File: config.mk
export PLATFORM = sky130hd
export DESIGN_NAME = pwl_exp
export DESIGN_NICKNAME = d
export VERILOG_FILES = /design/src/rtl/pwl_exp.sv
export SDC_FILE = /design/constraint.sdc
export NUM_CORES = 2
export LEC_CHECK = 0
export ABC_AREA = 1
export ABC_CLOCK_PERIOD_IN_PS = 11090
export BUFFER_PORTS_ARGS = -buffer_cell sky130_fd_sc_hd__buf_2
export CORE_ASPECT_RATIO = 1.1
export CORE_MARGIN = 2
export CORE_UTILIZATION = 29
export DETAILED_ROUTE_END_ITERATION = 8
export GPL_TIMING_DRIVEN = 0
export PLACE_DENSITY_LB_ADDON = 0.3
export SYNTH_ARGS = -nofsm -noshare
export SYNTH_HDL_FRONTEND = slang
export SYNTH_SLANG_ARGS = --single-unit
File: constraint.sdc
create_clock -name clk -period 11.09 [get_ports clk]
set_clock_uncertainty 0.15 [all_clocks]
set_input_delay 0.5545 -clock clk [delete_from_list [all_inputs] [get_ports clk]]
set_output_delay 0.5545 -clock clk [all_outputs]
set_load 0.02 [all_outputs]
File: src/rtl/pwl_exp.sv
// pwl_exp: piecewise-linear exp/antilog approximation, y = a[s]*x + (b[s] <<< 16).
// The operand x is Q16.16. The result y is a full Q32.32 product-plus-offset.
// The segment index s is found by a sequential search, one compare per cycle.
// The two coefficient tables (slope a, offset b) are written through the coef_* port.
// The port only writes while the block is idle.
// Optional feature: define PWL_EXP_SAT_EN to saturate y when x >= K*1.0.
// Without it, the last segment is extrapolated linearly.
module pwl_exp #(
    parameter int K = 7,
    parameter int N = 31
) (
    input  logic           clk,
    input  logic           rst,
    input  logic           in_valid,
    output logic           in_ready,
    input  logic [N:0]     x,
    output logic           out_valid,
    input  logic           out_ready,
    output logic [2*N+1:0] y,
    output logic           out_sat,
    input  logic           coef_we,
    input  logic           coef_sel,
    input  logic [2:0]     coef_addr,
    input  logic [31:0]    coef_wdata
);

    localparam int         YW       = 2*N + 2;
    localparam logic [3:0] SEG_LAST = 4'(K - 1);
    localparam logic [3:0] SEG_CNT  = 4'(K);

    typedef enum logic [1:0] {IDLE, SEARCH, MAC, DONE} state_t;

    state_t                state;
    state_t                state_nxt;
    logic [2:0]            s;
    logic signed [N:0]     x_r;
    logic signed [YW-1:0]  y_r;
    logic signed [31:0]    coef_a [K];
    logic signed [31:0]    coef_b [K];
    logic                  search_up;
    logic                  coef_ok;

    // Integer boundary idx*1.0 in Q16.16, one bit wider than x so K*1.0 never overflows.
    function automatic logic signed [N+1:0] seg_base(input logic [3:0] idx);
        seg_base = $signed({{(N-18){1'b0}}, idx, 16'h0000});
    endfunction

    // Exact signed multiply-add: Q16.16 * Q16.16 gives Q32.32, and the offset is aligned by 16.
    function automatic logic signed [YW-1:0] mac(input logic signed [31:0] a,
                                                 input logic signed [31:0] b,
                                                 input logic signed [N:0]  xv);
        logic signed [YW-1:0] a_w;
        logic signed [YW-1:0] b_w;
        logic signed [YW-1:0] x_w;
        a_w = {{(YW-32){a[31]}}, a};
        b_w = {{(YW-32){b[31]}}, b};
        x_w = {{(N+1){xv[N]}}, xv};
        mac = a_w * x_w + (b_w <<< 16);
    endfunction

`ifdef PWL_EXP_SAT_EN
    logic sat_r;

    // True when the operand lies beyond the last segment's range.
    function automatic logic over_range(input logic signed [N:0] xv);
        over_range = $signed({xv[N], xv}) >= seg_base(SEG_CNT);
    endfunction

    // Clamp to the largest positive Q32.32 value when out of range.
    function automatic logic signed [YW-1:0] saturate(input logic signed [YW-1:0] raw,
                                                      input logic over);
        saturate = over ? {1'b0, {(YW-1){1'b1}}} : raw;
    endfunction
`endif

    // Advance the segment while another step fits below x and a higher segment exists.
    assign search_up = ({1'b0, s} < SEG_LAST) &&
                       ($signed({x_r[N], x_r}) >= seg_base({1'b0, s} + 4'd1));
    assign coef_ok   = ({1'b0, coef_addr} < SEG_CNT);

    // FSM state register.
    always_ff @(posedge clk) begin
        if (rst) begin
            state <= IDLE;
        end else begin
            state <= state_nxt;
        end
    end

    // FSM next-state logic. DONE always returns through IDLE before taking a new operand.
    always_comb begin
        state_nxt = state;
        case (state)
            IDLE:    if (in_valid)   state_nxt = SEARCH;
            SEARCH:  if (!search_up) state_nxt = MAC;
            MAC:                     state_nxt = DONE;
            DONE:    if (out_ready)  state_nxt = IDLE;
            default:                 state_nxt = IDLE;
        endcase
    end

    // Operand capture, segment search counter, and result register.
    always_ff @(posedge clk) begin
        if (rst) begin
            s   <= '0;
            x_r <= '0;
            y_r <= '0;
`ifdef PWL_EXP_SAT_EN
            sat_r <= 1'b0;
`endif
        end else begin
            case (state)
                IDLE: begin
                    if (in_valid) begin
                        x_r <= x;
                        s   <= '0;
                    end
                end
                SEARCH: begin
                    if (search_up) s <= s + 3'd1;
                end
                MAC: begin
`ifdef PWL_EXP_SAT_EN
                    y_r   <= saturate(mac(coef_a[s], coef_b[s], x_r), over_range(x_r));
                    sat_r <= over_range(x_r);
`else
                    y_r   <= mac(coef_a[s], coef_b[s], x_r);
`endif
                end
                default: ;
            endcase
        end
    end

    // Coefficient tables. They only accept writes while idle, so a running operation never sees a change.
    always_ff @(posedge clk) begin
        if (rst) begin
            for (int i = 0; i < K; i++) begin
                coef_a[i] <= '0;
                coef_b[i] <= '0;
            end
        end else if (state == IDLE && coef_we && coef_ok) begin
            if (coef_sel) coef_b[coef_addr] <= coef_wdata;
            else          coef_a[coef_addr] <= coef_wdata;
        end
    end

    assign in_ready  = (state == IDLE);
    assign out_valid = (state == DONE);
    assign y         = y_r;
`ifdef PWL_EXP_SAT_EN
    assign out_sat   = sat_r;
`else
    assign out_sat   = 1'b0;
`endif

endmodule

==> results.tsv <==
stage	metric	value	unit
clock_tree	CTS max path bufs	3	
final_layout	filler cell count	23500	
placed_design	DP Cell Count	10500	
critical_path	CP max FO	10	
worst_hold_path	Hold EP	coef_b[6][21]	
timing	setup TNS	0	ns
grt	grt total ovfl	0	
clock_tree	post-CTS setup repair buffer count	0	
critical_path	Arr. time, crit path	11.08	ns
yosys	count leader, synth	inv_1	
floorplanning	core box area	223000	um2
worst_hold_path	min-delay worst type	input port to register	
final_layout	Multi-input gate area	40800	um2
clock_tree	CTS clock-pin slew for the worst setup and hold paths	0.06	ns
yosys	synth unique cells	44	
final_layout	share of layout cells above drive strength 1	0.0677	
detailed_routing	initial DRC count	5274	
timing	RSZ-0062 raised after global routing	false	
critical_path	type of the worst setup path	register to register	
critical_path	Crit. End Element	register	
clock_tree	TritonCTS Sinks	616	
detailed_routing	Routed wire per std cell	24.7	um
grt	vias in the first global route	54400	
timing	worst setup margin	0.383	ns
clock_tree	CTS tree	yes	
yosys	top cell type's share of synthesized area	0.349	
timing	setup violators final	0	
critical_path	Worst EP required	11.46	ns
clock_tree	Root Buffer	clkbuf_16	
floorplanning	initial core utilization	0.292	
timing	Max Fclk	93.4	MHz
timing	fin. max-slew vios	0	
critical_path	worst reg2reg setup slack	0.38	ns
yosys	Synth area leaders	fa_1 (35%), edfxtp_1 (21%), inv_1 (9.2%)	
floorplanning	die height	501	um
detailed_routing	via/cell ratio	4.89	
yosys	Yosys top cell by area	fa_1	
yosys	sequential share of the synthesized area	0.258	
worst_hold_path	hold path depth	3	
final_layout	Post-layout nets	9129	
critical_path	slowest CP cell	a32oi_1	
final_layout	area delta synth->final	11.3	%
final_layout	Final Non-Filler Cells	10700	
clock_tree	H-tree levels	3	
clock_tree	Worst-Skew Late Latency	0.76	ns
placed_design	I/O Buffers	136	
placed_design	post-DP HPWL	220000	um
detailed_routing	drc violations	0	
yosys	Syn Area/Cell	8.81	um2
critical_path	crit-path max cell delay	0.86	ns
floorplanning	Die Wd	456	um
critical_path	most frequent CP cell	fa_1	
status	status	completed	
timing	worst-margin pin slew	1.44	ns
yosys	dominant synthesized flop cell	edfxtp_1	
yosys	Mapped Cells	7395	
final_layout	Seq. cell area	16800	um2
timing	Final Hold Fails	0	
critical_path	Reg2Reg Capture Point	y[63]	
timing	period utilization	0.965	
grt	pin count of the biggest net entering global routing	33	
flow_run	max-cap violation count	0	
detailed_routing	drt total wl	264000	um
worst_hold_path	hold path start	coef_wdata[21]	
grt	initial antenna violation count	16	
grt	first-pass GRT wire length	379000	um
placed_design	Setup WS pre-CTS	0.244	ns
clock_tree	cts bufs inserted	71	
yosys	Yosys warning total	0	
timing	relative slew slack	0.0426	
detailed_routing	DRT antenna net count	0	
yosys	Commonest cells post-synth	inv_1 (1594), nand2_1 (1204), nor2_1 (1202)	
yosys	FF+latch count, synth	616	
critical_path	Startpoint Class	register	
floorplanning	die area	229000	um2
detailed_routing	Pre-Repair DR Iteration Count	6	
placed_design	RD Place Congestion	0.992	
yosys	number of flops mapped to enable cells by yosys	448	
critical_path	worst reg-to-reg path cell count	31	
floorplanning	Rows	182	
timing	fin crit period	10.71	ns
floorplanning	Ports	140	
yosys	FFs w/ async S/R, synth	0	
yosys	mapped cell area	65200	um2
detailed_routing	vias	52300	
grt	GRT Total Usage	0.231	
[critical path: cells and delay by family (launching register included)]
family	cells	cell delay [ns]
AO/OA/AOI/OAI	3	1.09
flip-flops	1	0.72
adder cells (fa/ha/maj)	9	4.78
AND/OR/NAND/NOR	10	1.52
buffers and inverters	9	2.28
[per-stage QoR]
| stage | cell area (um2) | hold slack, ns | util |
|---|---|---|---|
| 5_1_grt | 72500 | 0.0499 | 0.324 |
| 3_3_place_gp | 69800 | 0.294 | 0.312 |
| 6_report | 72500 | 0.0512 | 0.325 |
| 3_5_place_dp | 69900 | 0.299 | 0.313 |
| 4_1_cts | 72500 | 0.000316 | 0.324 |
| 2_1_floorplan | 65400 | 0.275 | - |
[final cells by class]
type,instances,share of cell area
Clock inverter,39,0.00695
Buffer,348,0.0224
Sequential cell,616,0.232
Antenna cell,6,0.000207
Inverter,1643,0.0851
Clock buffer,91,0.0265
Multi-Input combinational cell,4851,0.563
Tap cell,2944,0.0508
Timing Repair Buffer,154,0.0128
[flip-flops by register name, indices dropped and copies added, names as in the netlist, named ones only]
register,cells
coef_a,256
coef_b,256
s,3
state,2
x_r,32
y,64
[how the worst max path moves through the flow]
stage / startpoint / endpoint / slack, ns / depth (start not counted)
after floorplan: register / y[54] / 3.08 / 32
after global placement: register / y[63] / 0.29 / 31
after detailed placement: register / y[63] / 0.24 / 31
after CTS: register / y[63] / 0.21 / 31
after global routing: register / y[63] / 0.05 / 31
final: register / y[63] / 0.38 / 31
[timing repair]
item | CTS | global route
resized for setup | 0 | 5
endpoints found under the setup margin | 0 | 9
hold buffers | 10 | 0
endpoints found under the hold margin | 10 | 0
[layout by cell type, fill, tap and decap left out, types with 40 or more instances in the layout]
master	count
fa_1	1137
ha_1	234
buf_2	254
a22oi_1	40
nor2_1	1202
o21ai_0	266
edfxtp_1	448
clkbuf_1	191
conb_1	65
a21oi_1	260
nand2_1	1194
nand3_1	173
inv_1	1594
dfxtp_1	168
clkbuf_16	71
[metal layers]
layer | vias to the layer above | track usage | part of all wire
met4 | 8 | 0.108 | 0.054
met2 | 2244 | 0.379 | 0.46
met1 | 26800 | 0.289 | 0.40
met5 | - | 0 | 0.00018
li1 | 22700 | - | -
met3 | 517 | 0.0495 | 0.089
[logic make-up after synthesis]
| family | count (synthesis) | share of synthesized area |
|---|---|---|
| adders and majority gates | 1371 | 0.394 |
| and+or+nand+nor | 2691 | 0.163 |
| AOI/OAI and AO/OA | 694 | 0.0607 |
| other | 1 | 0.0000575 |
| xor gates and xnor gates | 30 | 0.00403 |
| buffers and inverters | 1992 | 0.120 |
| DFF | 616 | 0.258 |
Power is left out: the tool's default activity adds up to more than one toggle a clock period on the data nets, which glitch-free logic cannot reach.
